[src/rtl/phase_dsp_pkg.sv]
// phase_dsp_pkg: shared state encoding and default spreading code for the phase-DSP link.
package phase_dsp_pkg;
  typedef enum logic [1:0] {IDLE, PREAMBLE, DATA} state_e;
  localparam logic [7:0] DEFAULT_CODE = 8'b10110010;
  function automatic int cnt_w(input int n);
    return n > 1 ? $clog2(n) : 1;
  endfunction
endpackage

[src/rtl/code_modulator_chip_timer.sv]
// chip_timer: clock-divider and chip-index counter pair producing chip and bit boundaries.
module chip_timer #(
  parameter int CODE_LEN = 8,
  parameter int CHIP_DIV = 16,
  parameter int IDX_W = 3,
  parameter int DIV_W = 4
) (
  input  logic             clk,
  input  logic             rst,
  input  logic             clr_i,
  input  logic             en_i,
  output logic             chip_end_o,
  output logic             bit_end_o,
  output logic [IDX_W-1:0] chip_idx_o
);
  logic [DIV_W-1:0] div_q, div_d;
  logic [IDX_W-1:0] idx_q, idx_d;
  assign chip_end_o = div_q == DIV_W'(CHIP_DIV - 1);
  assign bit_end_o = chip_end_o & (idx_q == IDX_W'(CODE_LEN - 1));
  assign chip_idx_o = idx_q;
  always_comb begin
    div_d = clr_i ? '0 : !en_i ? div_q : chip_end_o ? '0 : div_q + DIV_W'(1);
    idx_d = clr_i ? '0 : !(en_i & chip_end_o) ? idx_q : bit_end_o ? '0 : idx_q + IDX_W'(1);
  end
  always_ff @(posedge clk) begin
    if (rst) begin
      div_q <= '0;
      idx_q <= '0;
    end else begin
      div_q <= div_d;
      idx_q <= idx_d;
    end
  end
endmodule

[src/rtl/code_modulator.sv]
// code_modulator: serialises bytes into a direct-sequence chip stream, preceded by a 1-bit preamble per burst.
module code_modulator
  import phase_dsp_pkg::*;
#(
  parameter int CODE_LEN = 8,
  parameter logic [CODE_LEN-1:0] CODE = CODE_LEN'(DEFAULT_CODE),
  parameter int CHIP_DIV = 16,
  parameter int PREAMBLE_BITS = 8
) (
  input  logic       clk,
  input  logic       rst,
  input  logic [7:0] data_in,
  input  logic       data_valid,
  output logic       data_ready,
  output logic       sig_out,
  output logic       tx_en
);
  localparam int IDX_W = cnt_w(CODE_LEN);
  localparam int DIV_W = cnt_w(CHIP_DIV);
  localparam int PRE_W = cnt_w(PREAMBLE_BITS);
  state_e           state_q, state_d;
  logic [7:0]       shift_q, shift_d;
  logic [2:0]       bit_idx_q, bit_idx_d;
  logic [PRE_W-1:0] pre_q, pre_d;
  logic             sig_q, tx_q;
  logic             chip_end, bit_end, byte_end, xfer, clr, en, pre_last, cur_bit, chip_d;
  logic [IDX_W-1:0] chip_idx, idx_nxt, code_pos;
  chip_timer #(.CODE_LEN(CODE_LEN), .CHIP_DIV(CHIP_DIV), .IDX_W(IDX_W), .DIV_W(DIV_W)) u_timer (
    .clk       (clk),
    .rst       (rst),
    .clr_i     (clr),
    .en_i      (en),
    .chip_end_o(chip_end),
    .bit_end_o (bit_end),
    .chip_idx_o(chip_idx)
  );
  assign en = state_q != IDLE;
  assign byte_end = bit_end & (bit_idx_q == 3'd7) & (state_q == DATA);
  assign data_ready = (state_q == IDLE) | byte_end;
  assign xfer = data_valid & data_ready;
  assign clr = xfer & (state_q == IDLE);
  assign pre_last = pre_q == PRE_W'(PREAMBLE_BITS - 1);
  assign sig_out = sig_q;
  assign tx_en = tx_q;
  always_comb begin
    state_d = state_q;
    shift_d = shift_q;
    bit_idx_d = bit_idx_q;
    pre_d = pre_q;
    if (state_q == IDLE) begin
      if (xfer) begin
        shift_d = data_in;
        bit_idx_d = '0;
        pre_d = '0;
        state_d = PREAMBLE_BITS > 0 ? PREAMBLE : DATA;
      end
    end else if (state_q == PREAMBLE) begin
      if (bit_end) begin
        pre_d = pre_last ? '0 : pre_q + PRE_W'(1);
        state_d = pre_last ? DATA : PREAMBLE;
      end
    end else if (byte_end) begin
      shift_d = xfer ? data_in : shift_q;
      bit_idx_d = '0;
      state_d = xfer ? DATA : IDLE;
    end else if (bit_end) begin
      shift_d = {shift_q[6:0], 1'b0};
      bit_idx_d = bit_idx_q + 3'd1;
    end
    // Outputs are registered, so the chip is derived from where the timer lands next cycle.
    idx_nxt = (clr | bit_end) ? '0 : (en & chip_end) ? chip_idx + IDX_W'(1) : chip_idx;
    code_pos = IDX_W'(CODE_LEN - 1) - idx_nxt;
    cur_bit = state_d == DATA ? shift_d[7] : 1'b1;
    chip_d = CODE[code_pos] ~^ cur_bit;
  end
  always_ff @(posedge clk) begin
    if (rst) begin
      state_q <= IDLE;
      shift_q <= '0;
      bit_idx_q <= '0;
      pre_q <= '0;
      sig_q <= 1'b0;
      tx_q <= 1'b0;
    end else begin
      state_q <= state_d;
      shift_q <= shift_d;
      bit_idx_q <= bit_idx_d;
      pre_q <= pre_d;
      sig_q <= (state_d != IDLE) & chip_d;
      tx_q <= state_d != IDLE;
    end
  end
endmodule

[config.mk]
export PLATFORM = sky130hd
export DESIGN_NAME = code_modulator
export DESIGN_NICKNAME = d
export VERILOG_FILES = /design/src/rtl/phase_dsp_pkg.sv /design/src/rtl/code_modulator_chip_timer.sv /design/src/rtl/code_modulator.sv
export SDC_FILE = /design/constraint.sdc
export NUM_CORES = 1
export LEC_CHECK = 0
export BUFFER_PORTS_ARGS = -buffer_cell sky130_fd_sc_hd__clkbuf_2
export CAP_MARGIN = 25
export CELL_PAD_IN_SITES_DETAIL_PLACEMENT = 1
export CELL_PAD_IN_SITES_GLOBAL_PLACEMENT = 2
export CORE_ASPECT_RATIO = 1.25
export CORE_MARGIN = 4
export CORE_UTILIZATION = 30
export DETAILED_ROUTE_END_ITERATION = 8
export PLACE_DENSITY_LB_ADDON = 0.1
export SETUP_SLACK_MARGIN = 0.05
export SLEW_MARGIN = 15
export SYNTH_ARGS = -nofsm -noshare
export SYNTH_HDL_FRONTEND = slang
export SYNTH_SLANG_ARGS = --single-unit
[constraint.sdc]
create_clock -name clk -period 4.6 [get_ports clk]
set_input_delay 0.46 -clock clk [delete_from_list [all_inputs] [get_ports clk]]
set_output_delay 0.46 -clock clk [all_outputs]
set_load 0.03 [all_outputs]
-- Yosys cells after proc, flatten, opt, wreduce, memory -nomap -nowiden
Memories as Yosys holds them, arrays and structs flattened.
Index checks and enable logic that the tools add are counted.
Widths: inputs -> output; s select.
- bits in registers: 25
- ROM bits: 8
- input port bits: 11
- output and inout bits: 3
- logic and storage cells: 72
- memories: 1
- memories (memory ; words ; width ; rd ports ; clocked after Yosys merged registers in ; wr ports ; RTL line ; source):
    (no name shown) ; 8 ; 1 ; 1 ; 0 ; 0 ; code_modulator.sv:74 ; chip_d = CODE[code_pos] ~^ cur_bit;
- add/subtract/negate cells: 5
- order comparisons: 1
- eq/ne operators: 9
- mux-type cells: 27
- bitwise gates (word level): 10
- reductions and logical operators: 10
- operators by type and width (operator ; count):
    $mux 8 ; 5
    $mux 3 ; 12
    $mux 2 ; 7
    $add 3x1->3 const B ; 3
    $eq 3x3->1 const B ; 3
    $reduce_bool 2->1 ; 4
    $and 1x1->1 ; 7
    $reduce_and 3->1 ; 2
    $add 4x1->4 const B ; 1
    $eq 2x2->1 const B ; 2
    $eq 4x4->1 const B ; 1
    $lt 3x4->1 const B ; 1
    $mux 4 ; 1
    $ne 2x2->1 const B ; 2
    $reduce_bool 3->1 ; 1
    $sub 3x3->3 const A ; 1
    $eq 2x1->1 const B ; 1
    $logic_not 2->1 ; 1
    $mux 1 ; 2
    $or 1x1->1 ; 2
    $reduce_and 2->1 ; 1
    $reduce_or 2->1 ; 1
    $xnor 1x1->1 ; 1

-- Depth between registers and ports, before layout
- word-level depth: 14
- gate-level depth with buffers: 8
- mapped depth without buffers: 7

-- Hierarchy
Synthesis repeated with hierarchy kept, for this count alone.
- cells, all modules: 165
- area total of the unflattened synthesis: 1413.9 sq um
- by module, submodules not included (module ; times used ; cells an instance ; area each (sq um) ; sequential area each (sq um)):
    code_modulator ; 1 ; 131 ; 1064.8 ; 360.3
    chip_timer ; 1 ; 34 ; 349.1 ; 140.1

-- Worst setup path after synthesis
OpenSTA, ideal clock, no wires.
- kind: register to register
- start point: register u_timer.idx_q[0] (netlist: u_timer.chip_idx_o[0])
- end point: register sig_q (netlist: sig_out)
- library setup time: 0.116 ns
- data arrival time: 1.828 ns
- data required time: 4.484 ns
- slack: 2.656 ns
- cell stages (with the launch flop): 8
- buffers on the path: 0
- period minus slack after synthesis: 1.944 ns
- cells stage by stage: dfxtp_1 > ha_1 > ha_1 > inv_1 > maj3_1 > a2111o_1 > a21oi_1 > and3b_1
- word-level cells in the longest chain between the ends: 14
- elaborated cells between the ends (all ways): 30
- those cells by class: add/sub: 2; eq/ne: 2; mux: 15; bitwise: 9; reduce/logical: 1; memory: 1
- ends and longest elaborated chain (element ; RTL line ; source):
    start, declared ; code_modulator_chip_timer.sv:17 ; logic [IDX_W-1:0] idx_q, idx_d;
    start signal, assigned ; code_modulator_chip_timer.sv:31 ; idx_q <= idx_d;
    $eq 3x3->1 ; code_modulator_chip_timer.sv:19 ; assign bit_end_o = chip_end_o & (idx_q == IDX_W'(CODE_LEN - 1));
    $and 1x1->1 ; code_modulator_chip_timer.sv:19 ;
    $and 1x1->1 (2 in series) ; code_modulator.sv:38 ; assign byte_end = bit_end & (bit_idx_q == 3'd7) & (state_q == DATA);
    $or 1x1->1 ; code_modulator.sv:39 ; assign data_ready = (state_q == IDLE) | byte_end;
    $and 1x1->1 ; code_modulator.sv:40 ; assign xfer = data_valid & data_ready;
    $and 1x1->1 or $mux 2 (tied branches) ; code_modulator.sv:41, code_modulator.sv:65 ;
    $or 1x1->1 or $mux 2 (tied branches) ; code_modulator.sv:71, code_modulator.sv:62 ;
    $mux 3 or $mux 2 (tied branches) ; code_modulator.sv:71, code_modulator.sv:57 ;
    $sub 3x3->3 or $mux 2 (tied branches) ; code_modulator.sv:72, code_modulator.sv:50 ;
    $mem_v2 8x1 or $eq 2x2->1 (tied branches) ; -- ;
    $mux 1 (on tied branches) ; code_modulator.sv:74, code_modulator.sv:73 ;
    $xnor 1x1->1 ; code_modulator.sv:74 ;
    $and 1x1->1 * ; code_modulator.sv:89 ; sig_q <= (state_d != IDLE) & chip_d;
    end signal, assigned ; code_modulator.sv:89 ;
    end, declared ; code_modulator.sv:25 ; logic sig_q, tx_q;
Every way passes the cells marked *; elsewhere a longest branch is shown, timed or not. The select of a mux whose other input is x is not followed.
A chain may end at the register's enable or synchronous reset.

-- Worst setup path after layout
- start point: register u_timer.idx_q[0] (netlist: u_timer.chip_idx_o[0])
- end point: output port data_ready
- word-level cells in the longest chain between the ends: 5
- ends and longest elaborated chain (element ; RTL line ; source):
    $eq 3x3->1 ; code_modulator_chip_timer.sv:19 ;
    $and 1x1->1 ; code_modulator_chip_timer.sv:19 ;
    $and 1x1->1 (2 in series) ; code_modulator.sv:38 ;
    $or 1x1->1 ; code_modulator.sv:39 ;
    end, declared ; code_modulator.sv:14 ; output logic data_ready,
Every way passes these cells.

==> results.py <==
metrics = {
    "status": {
        "outcome": "finished, final reports clean",
    },
    "finish": {
        "layout_commonest_cell": "dfxtp_1",
        "area_growth_pct": 11.08,
        "stdcell_area_um2": 1455,
        "diodes": 0,
        "final_layout_size_suffix_gt1_frac": 0.1420,
        "nNetsFinal": 188,
        "final_cell_mix": "dfxtp_1, nand2_1, a21oi_1",
    },
    "sta": {
        "final-hold-violation-count": 0,
        "fin_crit_sh": 0.4909,
        "tightest_slew_ns": 0.6452,
        "slew_viol_final": 0,
        "fin_setup_tns_ns": 0,
        "rsz0062_at_grt": "false",
        "skew_ns": 0.005603,
        "hold_ws_ns": 0.4027,
        "finalSetupViolCount": 0,
        "period_minus_slack_ns": 2.258,
        "max_slew_margin": 0.5683,
        "fmax_ghz": 0.4428,
        "layout_setup_ws_ns": 2.342,
    },
    "routing": {
        "avgViaCountPerCell": 5.351,
        "antenna_left": 0,
        "routed_wl_mm": 3.534,
        "dr_total_vias": 1204,
        "dr.pass1.iters": 4,
        "drt-wirelength-per-cell_um": 15.71,
        "route.detailed.drc": 0,
        "drt_iter0_markers": 54,
    },
    "placed_design": {
        "dpl_cell_area_um2": 1406,
        "hpwl_mm": 2.684,
        "io_buffers": 13,
        "gp_congestion": 0.7250,
        "dpl_worst_slack_ns": 2.542,
    },
    "clocking": {
        "clock_sinks": 25,
        "numCtsBuffers": 3,
        "post_cts_resize_count": 0,
        "cts_max_path_buffers": 2,
        "ctsHoldBuffers": 0,
        "clkTransAtPathRegs_ns": 0.10,
        "cts_tree": "yes",
        "clock_latency_ns": 0.27,
        "cts_setup_buffers": 0,
        "clockRootBuffer": "clkbuf_8",
        "htreeDepth": 1,
    },
    "logic_synthesis": {
        "synthesis.nets": 176,
        "ys_warn_count": 0,
        "synthCells": 158,
        "synth_xor_area_frac": 0,
        "synth-async-reset-ratio": 0,
        "ys_ff_latch": 25,
        "synth_fa_ha_area_frac": 0.07450,
        "synth-seq-area-share": 0.3820,
        "synthMuxAreaShare": 0.007641,
        "synthesis.area_um2": 1310,
        "synth_top_cell_by_area": "dfxtp_1",
        "synth_top_family_by_area": "simple AND/OR/NAND/NOR gates",
        "synth-compound-area-share": 0.2225,
        "synth.distinct_cells": 40,
        "synth_simple_gate_area_frac": 0.2751,
        "synth_top_area_frac": 0.3820,
        "synth.avg_cell_area_um2": 8.291,
        "synth_area_leaders": "dfxtp_1, a21oi_1, ha_1, nand2_1, nor2_1",
        "synth_edf_count": 0,
        "synth_ff_type": "dfxtp_1",
    },
    "hold_path": {
        "whs_path_depth": 3,
        "min_path_type": "primary input to flop",
    },
    "global_routing": {
        "grt_pass1_vias": 1277,
        "antenna_found_initial": 0,
        "grt-ovfl-total": 0,
        "grt_max_degree": 26,
        "grt_pass1_wl_mm": 5.996,
        "gr-usage-all-layers": 0.1403,
    },
    "floorplanning": {
        "coreArea_um2": 4164,
        "die-area_um2": 5495,
        "row_count": 26,
        "io_pins": 14,
        "die_y_um": 81.88,
        "fp.dieW_um": 67.11,
        "start_util": 0.3146,
    },
    "critical_path": {
        "worstSetupPathType": "flop to output port",
        "rr_worst_depth": 7,
        "worst-path-max-fanout": 6,
        "cp.arrival_ns": 1.80,
        "worst_ep_required_time_ns": 4.14,
        "end_kind": "output port",
        "cp-start-kind": "flop",
    },
    "power_and_ir_drop": {
        "ir_drop_mv": 0.09495,
        "power_density_nw_per_um2": 290.8,
        "p_leak_nw": 0.5664,
    },
    "run": {
        "drv_cap": 0,
    },
}
cells in the mapped netlist, types with 2 or more instances:
master	count
dfxtp_1	25
nand2_1	21
a21oi_1	18
nor2_1	15
nand3_1	10
ha_1	7
nor3_1	6
nand2b_1	5
a211oi_1	4
a22oi_1	4
a31oi_1	3
inv_1	3
o21ai_0	3
a2111o_1	2
buf_6	2
clkbuf_1	2
nor2b_1	2
nor3b_1	2
o22ai_1	2
or2_2	2
layer usage:
layer	vias to the layer above	wire (um)	global-route usage
met2	14	1792	0.2537
met4	0	30	0.03651
li1	596	-	-
met1	590	1595	0.1701
met5	-	0	0
met3	4	115	0.02189
through the flow:
step                      utilization  total power, mW  cells
after floorplan                     -           0.2757    158
after global routing           0.3495           0.4476    225
after CTS                      0.3495           0.4331    225
final                          0.3495           0.4232    225
after global placement         0.3377           0.2899    221
after detailed placement       0.3377           0.2920    221
sequential cells by signal, summed over array words and instances, names as in the netlist:
register,cells
u_timer.div_q,4
state_q,2
sig_out,1
u_timer.chip_idx_o,3
bit_idx_q,3
pre_q,3
shift_q,8
tx_en,1
final timing paths:
check | startpoint | to | slack, ns
worst max-delay path | u_timer.chip_idx_o[0] | data_ready | 2.34
worst min-delay path | data_in[6] | shift_q[6] | 0.40
worst max register to register | u_timer.chip_idx_o[0] | sig_out | 2.53
worst min register to register | pre_q[1] | pre_q[1] | 0.48
critical path, cell delays in order, from the launching register on:
cell	delay (ns)
dfxtp_1	0.42
ha_1	0.18
ha_1	0.27
nand2_1	0.14
o31ai_4	0.25
clkbuf_2	0.26
where the power goes:
part	internal (mW)	switching [mW]	leakage [nW]
logic	0.0185	0.0342	0.341
clock network	0.0615	0.0760	0.0217
registers	0.225	0.00771	0.204
total	0.305	0.118	0.566
cell families after synthesis:
family | Yosys count
compound gates | 42
fa+ha+maj | 8
buf+inv | 9
flops | 25
mux | 1
simple gates | 73
final cells by class:
cell class                 instances  area [um^2]
fill                             521         2709
multi-input combinational        124        759.5
sequential                        25        500.5
tap                               56        70.07
timing repair buffer              13        65.06
clock buffer                       3        41.29
inverter                           3        11.26
clock inverter                     1        7.507
(Power assumes the default switching activity.)
